===== config.mk =====
export PLATFORM = sky130hd
export DESIGN_NAME = misr_reg
export DESIGN_NICKNAME = d
export VERILOG_FILES = /design/src/rtl/cla_tb_pkg.sv /design/src/rtl/misr_reg.sv
export SDC_FILE = /design/constraint.sdc
export NUM_CORES = 1
export LEC_CHECK = 0
export ABC_AREA = 1
export BUFFER_PORTS_ARGS = -buffer_cell sky130_fd_sc_hd__buf_2
export CAP_MARGIN = 25
export CORE_AREA = 2 2 39 41
export DETAILED_ROUTE_END_ITERATION = 8
export DIE_AREA = 0 0 41 43
export SLEW_MARGIN = 20
export SYNTH_ARGS = -nofsm -noshare
export SYNTH_HDL_FRONTEND = slang
export SYNTH_SLANG_ARGS = --single-unit

===== constraint.sdc =====
create_clock -name clk -period 1.8 [get_ports clk]
set_clock_uncertainty 0.05 [all_clocks]
set_input_delay 0.36 -clock clk [delete_from_list [all_inputs] [get_ports clk]]
set_output_delay 0.36 -clock clk [all_outputs]
set_load 0.03 [all_outputs]

===== src/rtl/cla_tb_pkg.sv =====
// Shared types and helpers for the CLA test path.
// Holds the checker FSM encoding and the Galois MISR step.
package cla_tb_pkg;

    typedef enum logic [1:0] {
        IDLE = 2'd0,
        RUN  = 2'd1,
        DONE = 2'd2
    } state_e;

    localparam logic [7:0] ERR_NONE  = 8'hFF;
    localparam int         MISR_MAXW = 32;

    // One Galois MISR step on the low m bits; upper bits of the result are zero.
    function automatic logic [MISR_MAXW-1:0] misr_next(
        input logic [MISR_MAXW-1:0] sig,
        input logic [MISR_MAXW-1:0] d,
        input logic [MISR_MAXW-1:0] poly,
        input int                   m
    );
        logic                 t;
        logic [MISR_MAXW-1:0] nx;
        t  = sig[5'(m - 1)];
        nx = '0;
        for (int i = 0; i < MISR_MAXW; i++) begin
            if (i == 0) begin
                nx[i] = t ^ d[i];
            end else if (i < m) begin
                nx[i] = sig[i-1] ^ (poly[i] & t) ^ d[i];
            end
        end
        return nx;
    endfunction

endpackage


===== src/rtl/misr_reg.sv =====
// M-bit Galois MISR with synchronous load and enable.
// Shared between the response checker and the LFSR labs.
module misr_reg
    import cla_tb_pkg::*;
#(
    parameter int           M    = 5,
    parameter logic [M-1:0] POLY = 5'b00101,
    parameter logic [M-1:0] SEED = '0
) (
    input  logic         clk,
    input  logic         rst,
    input  logic         load,
    input  logic         en,
    input  logic [M-1:0] d,
    output logic [M-1:0] sig
);

    logic [M-1:0] sig_q;
    logic [M-1:0] sig_d;

    always_comb begin
        sig_d = sig_q;
        if (load) begin
            sig_d = SEED;
        end else if (en) begin
            sig_d = M'(misr_next(32'(sig_q), 32'(d), 32'(POLY), M));
        end
    end

    always_ff @(posedge clk or posedge rst) begin
        if (rst) begin
            sig_q <= SEED;
        end else begin
            sig_q <= sig_d;
        end
    end

    assign sig = sig_q;

endmodule


==> results of run 1 <==
[power breakdown]
part | leakage, uW | internal, uW | switching, uW
logic | 0.000127 | 31.0 | 47.4
clock network | 0.0000150 | 83.5 | 41.1
registers | 0.0000664 | 122 | 8.50
total | 0.000208 | 237 | 97.0
[routing by layer]
metal | vias up | share of wire | GRT usage
li1 | 136 | - | -
met1 | 122 | 0.37 | 0.1053
met2 | 4 | 0.57 | 0.1125
met3 | 0 | 0.055 | 0.03141
met4 | 0 | 0 | 0.06000
met5 | - | 0 | 0
[cell families (layout without fill, tap and decap cells)]
logic type / count (synthesis) / count (layout) / synth area share
buf+inv: 7 / 25 / 0.09724
simple gates: 12 / 12 / 0.2269
flops: 5 / 5 / 0.4630
compound gates: 4 / 4 / 0.08333
xor+xnor: 4 / 4 / 0.1296
[timing repair]
item                                   4_1_cts  5_1_grt
endpoints found under the hold margin        5        0
setup endpoints to repair                    0        0
hold buffers                                 1        0
[final cells by class]
cell class	count	area [sq um]
well taps	16	20.02
flip-flops and latches	5	125.1
multi-input cells	20	118.9
clock buffers	4	26.28
fillers	160	992.2
repair buffers	14	75.07
inverters	7	26.28
[metrics by stage]
stage,std cells,util,hold WS [ns],setup slack (ns),power [uW]
after floorplan,32,-,0.08852,0.7680,183.5
after global placement,61,0.2568,0.2055,0.7940,209.6
after detailed placement,61,0.2568,0.2099,0.7830,210.1
after CTS,66,0.2830,0.3695,0.5222,342.5
after global routing,66,0.2830,0.3949,0.5016,357.6
final,66,0.2830,0.3736,0.5376,333.7
[cells in the final DEF (no fill, tap or decap), drive strengths merged]
cell type	netlist	final
buf	0	13
o22ai	2	2
nand3	5	5
dfrtp	5	5
inv	7	7
clkbuf	0	4
nand2	6	6
xnor2	4	4
o21ai	2	2
dlygate4sd3	0	1
nor2	1	1
[worst max path at each step]
stage                  startpoint            endpoint  slack (ns)  depth (start not counted)
2_1_floorplan  sig[4]$_DFFE_PP0P_  sig[2]$_DFFE_PP0P_        0.77                          5
3_3_place_gp   sig[4]$_DFFE_PP0P_              sig[4]        0.79                          1
3_5_place_dp   sig[4]$_DFFE_PP0P_              sig[4]        0.78                          1
4_1_cts        sig[4]$_DFFE_PP0P_              sig[4]        0.52                          1
5_1_grt        sig[4]$_DFFE_PP0P_              sig[4]        0.50                          1
6_report       sig[4]$_DFFE_PP0P_              sig[4]        0.54                          1
==> impl_metrics.json, run 1 <==
{
  "status": "completed",
  "drt_iter0_drc": 5,
  "cts_resized": 0,
  "period_needed_ns": 1.262,
  "insertion_delay_ns": 0.23,
  "area_growth_pct": 44.91,
  "place_congestion": 0.7102,
  "leakage_uw": 0.0002081,
  "dp_hpwl_um": 459.8,
  "synth-main-ff-cell": "dfrtp_1",
  "grt_max_degree": 6,
  "wl_per_cell_um": 7.939,
  "worst-path-max-fanout": 4,
  "cts_made_buffers": 3,
  "max_freq_ghz": 0.7921,
  "cts_tree": "done",
  "fp.dieW_um": 41,
  "r2r_start": "sig[4]$_DFFE_PP0P_",
  "cts.sinks": 5,
  "slowest_stage": "dfrtp_1",
  "crit_chain": "buf_2",
  "ys_types": 10,
  "fp-row-count": 14,
  "finalCritPeriodShare": 0.7013,
  "antenna_left": 0,
  "die-area_sq_um": 1763,
  "gr-total-overflow": 0,
  "synth_top_area_share": 0.4630,
  "slowest_delay_ns": 0.40,
  "totalWireLength_um": 524,
  "grt_pass1_wl_um": 959,
  "syn_area_sq_um": 270.3,
  "rsz0062_at_grt": "no",
  "num_vias": 262,
  "avgSynthCellArea_sq_um": 8.446,
  "whs_path_depth": 3,
  "worst_hold_path_type": "primary input to register",
  "cts_setup_buffers": 0,
  "tightest_slew_ns": 0.1675,
  "synth-async-reset-ratio": 1.000,
  "postSynthCellCount": 32,
  "setup_violations": 0,
  "slew_viol_final": 0,
  "synth_top_cell_by_area": "dfrtp_1",
  "layout-drive-gt1-share": 0.4000,
  "viasPerCell": 3.970,
  "vdd_ir_drop_max_mv": 0.2994,
  "initial_core_util": 0.1953,
  "path_class": "register to output pin",
  "antennaDiodeCount": 0,
  "clk_pin_slew_ns": 0.04,
  "synth-seq-cells": 5,
  "synth.top_cells.by_area": "dfrtp_1 46%, xnor2_1 13%, nand3_1 9.3%",
  "crit_required_ns": 1.39,
  "synth_edf_count": 0,
  "root_buffer": "clkbuf_4",
  "htree_levels": 1,
  "worstHoldStart": "d[3]",
  "whs_endpoint": "sig[3]$_DFFE_PP0P_",
  "synth_seq_area_share": 0.4630,
  "numPortBuffers": 13,
  "synth_common_cells": "5 x dfrtp_1, 5 x inv_1, 5 x nand2_1, 5 x nand3_1, 4 x xnor2_1",
  "first_pass_iters": 2,
  "grt_pass1_vias": 257,
  "maxCapViolations": 0,
  "grt_antenna_before_repair": 0,
  "relSlewSlack": 0.8875,
  "grt_usage": 0.08392,
  "cp_num_buf_inv": 1,
  "fp.dieH_um": 43,
  "critPathTopFamily": "flip-flops",
  "synth_nets": 41,
  "cp.arrival_ns": 0.85,
  "yosysWarnings": 0,
  "worstSetupStartpointType": "register",
  "layout.nets": 60,
  "r2r_end": "sig[2]$_DFFE_PP0P_",
  "hold_viol": 0,
  "dpl_cell_area_sq_um": 355.3,
  "ff2ff_setup_slack_ns": 0.90,
  "core_area_sq_um": 1384,
  "drc": 0,
  "power.density_nw_per_um2": 852.2,
  "fin_setup_tns_ns": 0,
  "cp-end-kind": "output pin",
  "largest_reg_flops": 5,
  "cts_buffer_depth": 2,
  "reg2reg_depth": 6,
  "ios": 14,
  "fin_area_sq_um": 391.6
}
Power figures use the tool's default switching activity.
==> inputs of run 2 (changes only) <==
==> constraint.sdc (replaced) <==
create_clock -name clk -period 1.1 [get_ports clk]
set_clock_uncertainty 0.05 [all_clocks]
set_input_delay 0.22 -clock clk [delete_from_list [all_inputs] [get_ports clk]]
set_output_delay 0.22 -clock clk [all_outputs]
set_load 0.03 [all_outputs]
==> impl_metrics.json, run 2 (synthesized netlist as in run 1, its figures left out) <==
{
  "status": "completed",
  "vdd_ir_drop_max_mv": 0.4419,
  "layout_commonest_cell": "buf_2",
  "grt_antenna_before_repair": 0,
  "drt_iter0_drc": 4,
  "crit_required_ns": 0.83,
  "slew_viol_final": 0,
  "grt_usage": 0.08283,
  "slowest_stage": "dfrtp_2",
  "antenna_left": 0,
  "clk_pin_slew_ns": 0.04,
  "cts.sinks": 5,
  "worst_hold_path_type": "primary input to register",
  "grt_pass1_wl_um": 952,
  "slowest_delay_ns": 0.43,
  "dp_hpwl_um": 465.1,
  "power.density_nw_per_um2": 1312,
  "grt_pass1_vias": 262,
  "place_congestion": 0.6977,
  "power_frac_comb": 0.266,
  "numPortBuffers": 13,
  "fin_setup_tns_ns": 0,
  "relSlewSlack": 0.8792,
  "worstSetupStartpointType": "register",
  "totalWireLength_um": 558,
  "root_buffer": "clkbuf_4",
  "setup_violations": 0,
  "seqPwrFrac": 0.383,
  "tightest_slew_ns": 0.1811,
  "core_area_sq_um": 1384,
  "drc": 0,
  "cts_buffer_depth": 2,
  "crit_chain": "buf_6",
  "maxCapViolations": 0,
  "swShare": 0.2787,
  "worst-path-max-fanout": 4,
  "wl_per_cell_um": 8.206,
  "first_pass_iters": 3,
  "period_needed_ns": 1.078,
  "intPower_uw": 408.7,
  "die-area_sq_um": 1763,
  "fp.dieW_um": 41,
  "switchingPower_uw": 157.9,
  "seq_area_sq_um": 126.4,
  "max_freq_ghz": 0.9281,
  "antennaDiodeCount": 0,
  "grt_max_degree": 6,
  "ios": 14,
  "htree_levels": 1,
  "viasPerCell": 3.853,
  "fp-row-count": 14,
  "power_uw": 566.5,
  "path_class": "register to output pin",
  "cp_num_buf_inv": 1,
  "cp.arrival_ns": 0.81,
  "layout-drive-gt1-share": 0.4423,
  "num_vias": 262,
  "cts_tree": "done",
  "cts_made_buffers": 3,
  "layout.nets": 62,
  "fp.dieH_um": 43,
  "pwr-share-clk": 0.352,
  "rsz0062_at_grt": "yes",
  "area_growth_pct": 59.72,
  "largest_reg_flops": 5,
  "initial_core_util": 0.1953,
  "critPathTopFamily": "flip-flops",
  "insertion_delay_ns": 0.23,
  "gr-total-overflow": 0,
  "final_cell_mix": "8 x buf_2, 5 x inv_1, 5 x nand2_1, 5 x nand3_1",
  "hold_viol": 0,
  "nFillCells": 165,
  "cp-end-kind": "output pin",
  "finalCritPeriodShare": 0.9796,
  "leakage_uw": 0.0002207,
  "multi_input_area_sq_um": 118.9
}
run 2: changes by cell type in the layout (fill, tap and decap cells not counted):
cell     delta
dfrtp_1     -1
dfrtp_2     +1
buf_4       +4
buf_2       -5
buf_6       +3
run 2: cell type report:
| cell class | count | share of cell area |
|---|---|---|
| inverter | 7 | 0.06087 |
| sequential | 5 | 0.2928 |
| tap | 16 | 0.04638 |
| multi-input combinational | 20 | 0.2754 |
| clock buffer | 4 | 0.06087 |
| timing repair buffer | 16 | 0.2638 |
run 2: worst paths after layout:
check                                    from                  to  slack, ns  depth (start not counted)
max                        sig[4]$_DFFE_PP0P_              sig[4]       0.02                          1
min                                      d[3]  sig[3]$_DFFE_PP0P_       0.23                          3
max reg2reg                sig[4]$_DFFE_PP0P_  sig[2]$_DFFE_PP0P_       0.18                          6
min reg2reg                sig[2]$_DFFE_PP0P_  sig[2]$_DFFE_PP0P_       0.54                          2
max in group asynchronous                 rst  sig[4]$_DFFE_PP0P_       0.44                          3
min in group asynchronous                 rst  sig[0]$_DFFE_PP0P_       0.37                          3
run 2: worst register-to-register path, stage by stage, from the launching register on:
cell and delay (ns):
dfrtp_2 0.43, inv_2 0.07, nand2_2 0.05, nand2_1 0.05, nand2_1 0.05, nand3_1 0.06
nand2_1 0.06
run 2: routing by layer:
layer	wire [um]	global-route usage	vias to the layer above
met4	0	0.06000	0
met1	182	0.08852	117
met3	37	0.01571	0
li1	-	-	141
met2	338	0.1344	4
met5	0	0	-
run 2: repair_timing:
action,4_1_cts,5_1_grt
buffers inserted,0,2
pin swaps,0,0
gates resized for setup,4,7
hold buffers,1,0
hold endpoints to repair,5,0
setup endpoints to repair,3,5
run 2: power by group through the flow:
stage               sequential [uW]  clock [uW]  combinational (uW)
detailed placement              217           0                 127
CTS                             215         211                 137
global placement                216           0                 127
floorplan                       247           0                53.7
global route                    219         221                 167
finish                          217         199                 150
run 2: metrics by stage:
step                        util  cells  hold slack [ns]  area (sq um)  setup WS [ns]
final                     0.3119     68           0.2263         431.7        0.02247
after global routing      0.3119     68           0.2581         431.7      -0.003644
after CTS                 0.2911     66           0.2258         402.9      0.0002263
after detailed placement  0.2568     61          0.07209         355.3         0.1879
after global placement    0.2568     61          0.06670         355.3         0.2054
after floorplan                -     32         -0.05148         270.3        0.06796
